<file path="config.mk">
export PLATFORM = sky130hd
export DESIGN_NAME = tetris_board_flat
export DESIGN_NICKNAME = d
export VERILOG_FILES = /design/src/rtl/tetris_board_if.sv /design/src/rtl/tetris_board.sv /design/src/flat_wrapper.sv
export SDC_FILE = /design/constraint.sdc
export NUM_CORES = 2
export LEC_CHECK = 0
export BUFFER_PORTS_ARGS = -buffer_cell sky130_fd_sc_hd__buf_4
export CELL_PAD_IN_SITES_DETAIL_PLACEMENT = 1
export CELL_PAD_IN_SITES_GLOBAL_PLACEMENT = 1
export CORE_AREA = 2 2 323 325
export DETAILED_ROUTE_END_ITERATION = 10
export DIE_AREA = 0 0 325 327
export PLACE_DENSITY = 0.75
export RECOVER_POWER = 25
export SETUP_SLACK_MARGIN = 0.3
export SYNTH_ARGS = -nofsm -noshare
export SYNTH_HDL_FRONTEND = slang
export SYNTH_SLANG_ARGS = --single-unit
</file>
<file path="constraint.sdc">
create_clock -name Clk -period 64.4 [get_ports Clk]
set_input_delay 9.66 -clock Clk [delete_from_list [all_inputs] [get_ports Clk]]
set_output_delay 9.66 -clock Clk [all_outputs]
set_load 0.005 [all_outputs]
</file>
<file path="src/rtl/tetris_board_if.sv">
// Write port of the tetris playfield.
//   wr_valid/wr_ready : handshake; a write is taken when both are high
//   wr_x, wr_y        : target column / row (row 0 is the top)
//   wr_val            : cell code to store (0 erases)
//   wr_err            : one-cycle pulse after a taken write that was out of range
// master = game logic issuing writes, slave = tetris_board.
interface tetris_board_if #(
    parameter int CW = 4
);
    logic          wr_valid;
    logic          wr_ready;
    logic [3:0]    wr_x;
    logic [4:0]    wr_y;
    logic [CW-1:0] wr_val;
    logic          wr_err;

    modport master (output wr_valid, wr_x, wr_y, wr_val, input  wr_ready, wr_err);
    modport slave  (input  wr_valid, wr_x, wr_y, wr_val, output wr_ready, wr_err);
endinterface

</file>
<file path="src/rtl/tetris_board.sv">
// tetris_board: 10x20 playfield store with a bottom-up line-clear engine.
//   Clk, Reset     : clock, asynchronous active-high reset
//   wr             : cell write port (see tetris_board_if)
//   clear_start    : start a line-clear pass (taken only in IDLE)
//   busy           : pass in progress (SCAN/SHIFT/DONE)
//   clear_done     : one-cycle pulse when the pass finishes
//   lines_cleared  : rows removed by the last pass
//   total_lines    : saturating running total of removed rows
//   grid           : registered board, grid[x][y]
// TOTAL_INIT only sets the reset value of total_lines (normally 0).
module tetris_board #(
    parameter int          COLS       = 10,
    parameter int          ROWS       = 20,
    parameter int          CW         = 4,
    parameter logic [15:0] TOTAL_INIT = 16'h0000
) (
    input  logic                               Clk,
    input  logic                               Reset,
    tetris_board_if.slave                      wr,
    input  logic                               clear_start,
    output logic                               busy,
    output logic                               clear_done,
    output logic [4:0]                         lines_cleared,
    output logic [15:0]                        total_lines,
    output logic [COLS-1:0][ROWS-1:0][CW-1:0]  grid
);
    typedef enum logic [1:0] {IDLE, SCAN, SHIFT, DONE} state_t;

    state_t       state, state_n;
    logic [4:0]   r;
    logic [COLS-1:0] col_occ;
    logic         row_full;
    logic         wr_acc;
    logic         wr_in_range;

    assign wr.wr_ready = (state == IDLE);
    assign busy        = (state != IDLE);
    assign clear_done  = (state == DONE);

    assign wr_acc      = wr.wr_valid && wr.wr_ready;
    assign wr_in_range = (wr.wr_x < 4'(COLS)) && (wr.wr_y < 5'(ROWS));

    // One occupancy bit per column for the row under test.
    for (genvar gx = 0; gx < COLS; gx++) begin : g_col
        assign col_occ[gx] = |grid[gx][r];
    end
    assign row_full = &col_occ;

    always_comb begin
        state_n = state;
        case (state)
            IDLE:    if (clear_start) state_n = SCAN;
            SCAN:    if (row_full) state_n = SHIFT;
                     else if (r == 5'd0) state_n = DONE;
            SHIFT:   state_n = SCAN;
            DONE:    state_n = IDLE;
            default: state_n = IDLE;
        endcase
    end

    always_ff @(posedge Clk or posedge Reset) begin
        if (Reset) begin
            state         <= IDLE;
            grid          <= '0;
            r             <= '0;
            lines_cleared <= '0;
            total_lines   <= TOTAL_INIT;
            wr.wr_err     <= 1'b0;
        end else begin
            state     <= state_n;
            wr.wr_err <= wr_acc && !wr_in_range;
            case (state)
                IDLE: begin
                    // A write in the same cycle as clear_start lands before the
                    // first SCAN, so the pass sees it.
                    if (wr_acc && wr_in_range)
                        grid[wr.wr_x][wr.wr_y] <= wr.wr_val;
                    if (clear_start) begin
                        r             <= 5'(ROWS - 1);
                        lines_cleared <= '0;
                    end
                end
                SCAN: begin
                    if (!row_full && r != 5'd0)
                        r <= r - 5'd1;
                end
                SHIFT: begin
                    // Collapse everything above r down by one; r stays put so
                    // the row that dropped into it is re-tested.
                    for (int x = 0; x < COLS; x++) begin
                        for (int y = 1; y < ROWS; y++) begin
                            if (5'(y) <= r)
                                grid[x][y] <= grid[x][y-1];
                        end
                        grid[x][0] <= '0;
                    end
                    lines_cleared <= lines_cleared + 5'd1;
                    if (total_lines != 16'hFFFF)
                        total_lines <= total_lines + 16'd1;
                end
                default: ;
            endcase
        end
    end
endmodule

</file>
<file path="src/flat_wrapper.sv">
// flat-port wrapper written by rule: the top's interface ports become plain ports
module tetris_board_flat 
#(
    parameter int          COLS       = 10,
    parameter int          ROWS       = 20,
    parameter int          CW         = 4,
    parameter logic [15:0] TOTAL_INIT = 16'h0000
)
  (Clk, Reset, clear_start, busy, clear_done, lines_cleared, total_lines, grid, wr_wr_valid, wr_wr_x, wr_wr_y, wr_wr_val, wr_wr_ready, wr_wr_err);
  tetris_board_if #(.CW(CW)) wr_i ();
  input  logic Clk;
  input  logic Reset;
  input  logic clear_start;
  output logic busy;
  output logic clear_done;
  output logic [4:0] lines_cleared;
  output logic [15:0] total_lines;
  output logic [COLS-1:0][ROWS-1:0][CW-1:0] grid;
  input wire logic [$bits(wr_i.wr_valid)-1:0] wr_wr_valid;
  input wire logic [$bits(wr_i.wr_x)-1:0] wr_wr_x;
  input wire logic [$bits(wr_i.wr_y)-1:0] wr_wr_y;
  input wire logic [$bits(wr_i.wr_val)-1:0] wr_wr_val;
  output wire logic [$bits(wr_i.wr_ready)-1:0] wr_wr_ready;
  output wire logic [$bits(wr_i.wr_err)-1:0] wr_wr_err;
  assign wr_i.wr_valid = wr_wr_valid;
  assign wr_i.wr_x = wr_wr_x;
  assign wr_i.wr_y = wr_wr_y;
  assign wr_i.wr_val = wr_wr_val;
  assign wr_wr_ready = wr_i.wr_ready;
  assign wr_wr_err = wr_i.wr_err;
  tetris_board #(.COLS(COLS), .ROWS(ROWS), .CW(CW), .TOTAL_INIT(TOTAL_INIT)) u_core (.Clk(Clk), .Reset(Reset), .wr(wr_i), .clear_start(clear_start), .busy(busy), .clear_done(clear_done), .lines_cleared(lines_cleared), .total_lines(total_lines), .grid(grid));
endmodule
</file>
==> results_dict.tcl <==
set metrics [dict create \
    critPathKind "reg2reg" \
    ys_types 79 \
    path_cells "nor2b_1 > clkbuf_1 > clkbuf_1 > clkbuf_1 > clkbuf_1 > o21a_1 > and2_0 > nand3_1 > nor3_1 > xnor2_1" \
    hp-class "reg2reg" \
    cts.clk_slew.worst_paths_ns 0.06 \
    die_area_um2 106000 \
    totalWireLength_um 223000 \
    clkLatencyLatePin_ns 0.69 \
    min_from "u_core.total_lines[7]$_DFFE_PP0P_" \
    fmax_ghz 0.0573 \
    grt_pass1_wl_um 318000 \
    tightest_slew_ns 9.01 \
    cts_made_buffers 95 \
    synth_ff_type "dfrtp_1" \
    syn_area_um2 39900 \
    vias 44152 \
    synth-simple-area-share_pct 15.3 \
    yosysWarnings 0 \
    dr.pass1.iters 8 \
    drc 0 \
    timing.rr.end "u_core.total_lines[12]$_DFFE_PP0P_" \
    timing.setup.tns_ns 0 \
    portBuffers 841 \
    crit_path_frequent_cell "clkbuf_1" \
    placed_cells 6769 \
    status "finished, violations left" \
    synth_compound_area_share_pct 27.7 \
    syn_inst 4757 \
    syn2layout_area_growth_pct 26.6 \
    finalNetCount 5510 \
    start_kind "flop" \
    grt_antenna_before_repair 17 \
    max_stage_delay_ns 6.37 \
    hold_viol_final 0 \
    final_cell_mix "1554 x a21oi_1, 824 x dfrtp_1, 817 x nor2_1, 603 x buf_4, 359 x nand2_1" \
    cap_violations 10 \
    pwr_density_cell_nw_per_um2 31.3 \
    min_period_ns 17.46 \
    die_h_um 327 \
    drt_iter0_markers 5468 \
    clock-root-buffer "clkbuf_16" \
    r2r-start "u_core.state[1]$_DFFE_PP0P_" \
    synth_xor_area_share_pct 0.373 \
    r2r.worst_path.cells 10 \
    initial_core_util_pct 38.8 \
    slowest_stage "clkbuf_1" \
    crit_fanout 205 \
    path_buf_inv 4 \
    slew_violations 758 \
    coreArea_um2 103000 \
    skew_ns 0.0123 \
    avgSynthCellArea_um2 8.39 \
    dieWidth_um 325 \
    routabilityCongestion 0.914 \
    yosys_register_bits 829 \
    stdcell_count 6945 \
    setup_viol 0 \
    drive_gt1_share_pct 18.8 \
    p_leak_nw 23.2 \
    async_flop_share_pct 100 \
    violations "max-capacitance violations, max-slew violations" \
    grt_overflow 0 \
    vias_per_cell 6.36 \
    hold_slack_ns 0.492 \
    grt_max_degree 206 \
    grt.total_usage_pct 40.8 \
    muxShareOfSynthArea_pct 1.26 \
    io_pins 842 \
    seq_area_frac_synth_pct 52.0 \
    irDropWorstVdd_uv 18.7 \
    cts-resized-gates 0 \
    synth_edf_count 0 \
    cts_max_path_buffers 3 \
    min_period_over_period_pct 27.1 \
    holdBufCountCts 0 \
    hold_path_end "u_core.total_lines[7]$_DFFE_PP0P_" \
    antenna_violating_nets_post_route 0 \
    max-slew-margin-rel_pct -501 \
    r2r_slack_ns 46.94 \
    postLayoutCellArea_um2 50500 \
    hold_depth 1 \
    hpwlAfterDp_um 155000 \
    cts.sinks 829 \
    end_kind "flop" \
    critPathArrivalTime_ns 18.06 \
    rsz0062_at_grt "no" \
    final_common_cell "a21oi_1" \
    cts_max_level 3 \
    grt_pass1_vias 43212 \
    cts_tree "done" \
    synth_fa_ha_area_share_pct 0.219 \
    synth_top_family_by_area "compound AO/OA/AOI/OAI gates" \
    place_area_um2 47700 \
    post_cts.repair.setup_buffers 0 \
    cp.required_ns 65.00 \
    synth_nets 4781 \
    cp_top_family "buffers and inverters" \
    avgRoutedWirePerCell_um 32.2 \
    row_count 118 \
]
-- per-stage QoR --
step / util [%] / worst slack (ns) / total power, mW
2_1_floorplan: - / 31.45 / 0.771
3_3_place_gp: 46.3 / 50.93 / 0.999
3_5_place_dp: 46.4 / 50.91 / 1.01
4_1_cts: 49.5 / 51.62 / 1.57
5_1_grt: 49.1 / 45.91 / 1.62
6_report: 49.1 / 46.94 / 1.58
-- cell type report --
| class | count | area, um^2 |
|---|---|---|
| Clock buffer | 149 | 2900 |
| Sequential cell | 829 | 20800 |
| Timing Repair Buffer | 922 | 6570 |
| Antenna cell | 6 | 15.0 |
| Tap cell | 1380 | 1730 |
| Clock inverter | 21 | 295 |
| Fill cell | 12327 | 52400 |
| Inverter | 11 | 42.5 |
| Multi-Input combinational cell | 3627 | 18200 |
-- routing by layer --
layer  track usage (%)  routed length, um  share of wire [%]
met5                 0                 36              0.016
met4              25.5              15900                7.1
met3              11.6              23000                 10
met2              61.2              98400                 44
met1              52.1              86100                 39
-- state kept, by name (all words and copies together), names as in the netlist --
name and cells:
u_core.grid 800, u_core.total_lines 16, u_core.lines_cleared 5, u_core.r 5, u_core.state 2, u_core.wr.wr_err 1
-- power by group --
group | leakage (nW) | internal [mW] | switching, mW
registers | 11.5 | 0.541 | 0.0435
clock network | 1.57 | 0.335 | 0.235
logic | 10.0 | 0.114 | 0.314
total | 23.2 | 0.990 | 0.592
-- cell usage after synthesis (all sizes together) (12+ instances only) --
| library cell | number | area [um^2] |
|---|---|---|
| mux2 | 12 | 135 |
| nor4 | 47 | 294 |
| nand3 | 32 | 160 |
| nand2b | 16 | 100 |
| o211ai | 13 | 97.6 |
| o22ai | 17 | 106 |
| mux2i | 21 | 210 |
| nand4 | 13 | 81.3 |
| buf | 46 | 269 |
| a21oi | 1559 | 7800 |
| nor2 | 828 | 3110 |
| o41ai | 18 | 165 |
| nor2b | 20 | 125 |
| nand2 | 359 | 1350 |
| a31oi | 14 | 93.8 |
| a211oi | 29 | 218 |
| clkbuf | 244 | 916 |
| or4 | 17 | 128 |
| or3 | 13 | 81.3 |
| o21ai | 359 | 1800 |
| dfrtp | 829 | 20700 |
| nor3 | 77 | 385 |
-- worst max-delay path by stage --
stage | start | to | slack (ns) | depth (start not counted)
after floorplan | Reset | u_core.grid[0]$_DFFE_PP0P_ | 31.45 | 1
after global placement | wr_wr_x[1] | u_core.grid[115]$_DFFE_PP0P_ | 50.93 | 9
after detailed placement | wr_wr_x[1] | u_core.grid[671]$_DFFE_PP0P_ | 50.91 | 9
after CTS | wr_wr_x[1] | u_core.grid[671]$_DFFE_PP0P_ | 51.62 | 9
after global routing | u_core.state[1]$_DFFE_PP0P_ | u_core.total_lines[12]$_DFFE_PP0P_ | 45.91 | 10
final | u_core.state[1]$_DFFE_PP0P_ | u_core.total_lines[12]$_DFFE_PP0P_ | 46.94 | 10
-- kinds of logic after synthesis --
family | count (synthesis)
AOI/OAI and AO/OA | 2099
and+or+nand+nor | 1464
DFF | 829
buffers and inverters | 301
muxes | 40
xor gates and xnor gates | 17
adders and majority gates | 7
Power figures use the tool's default switching activity.
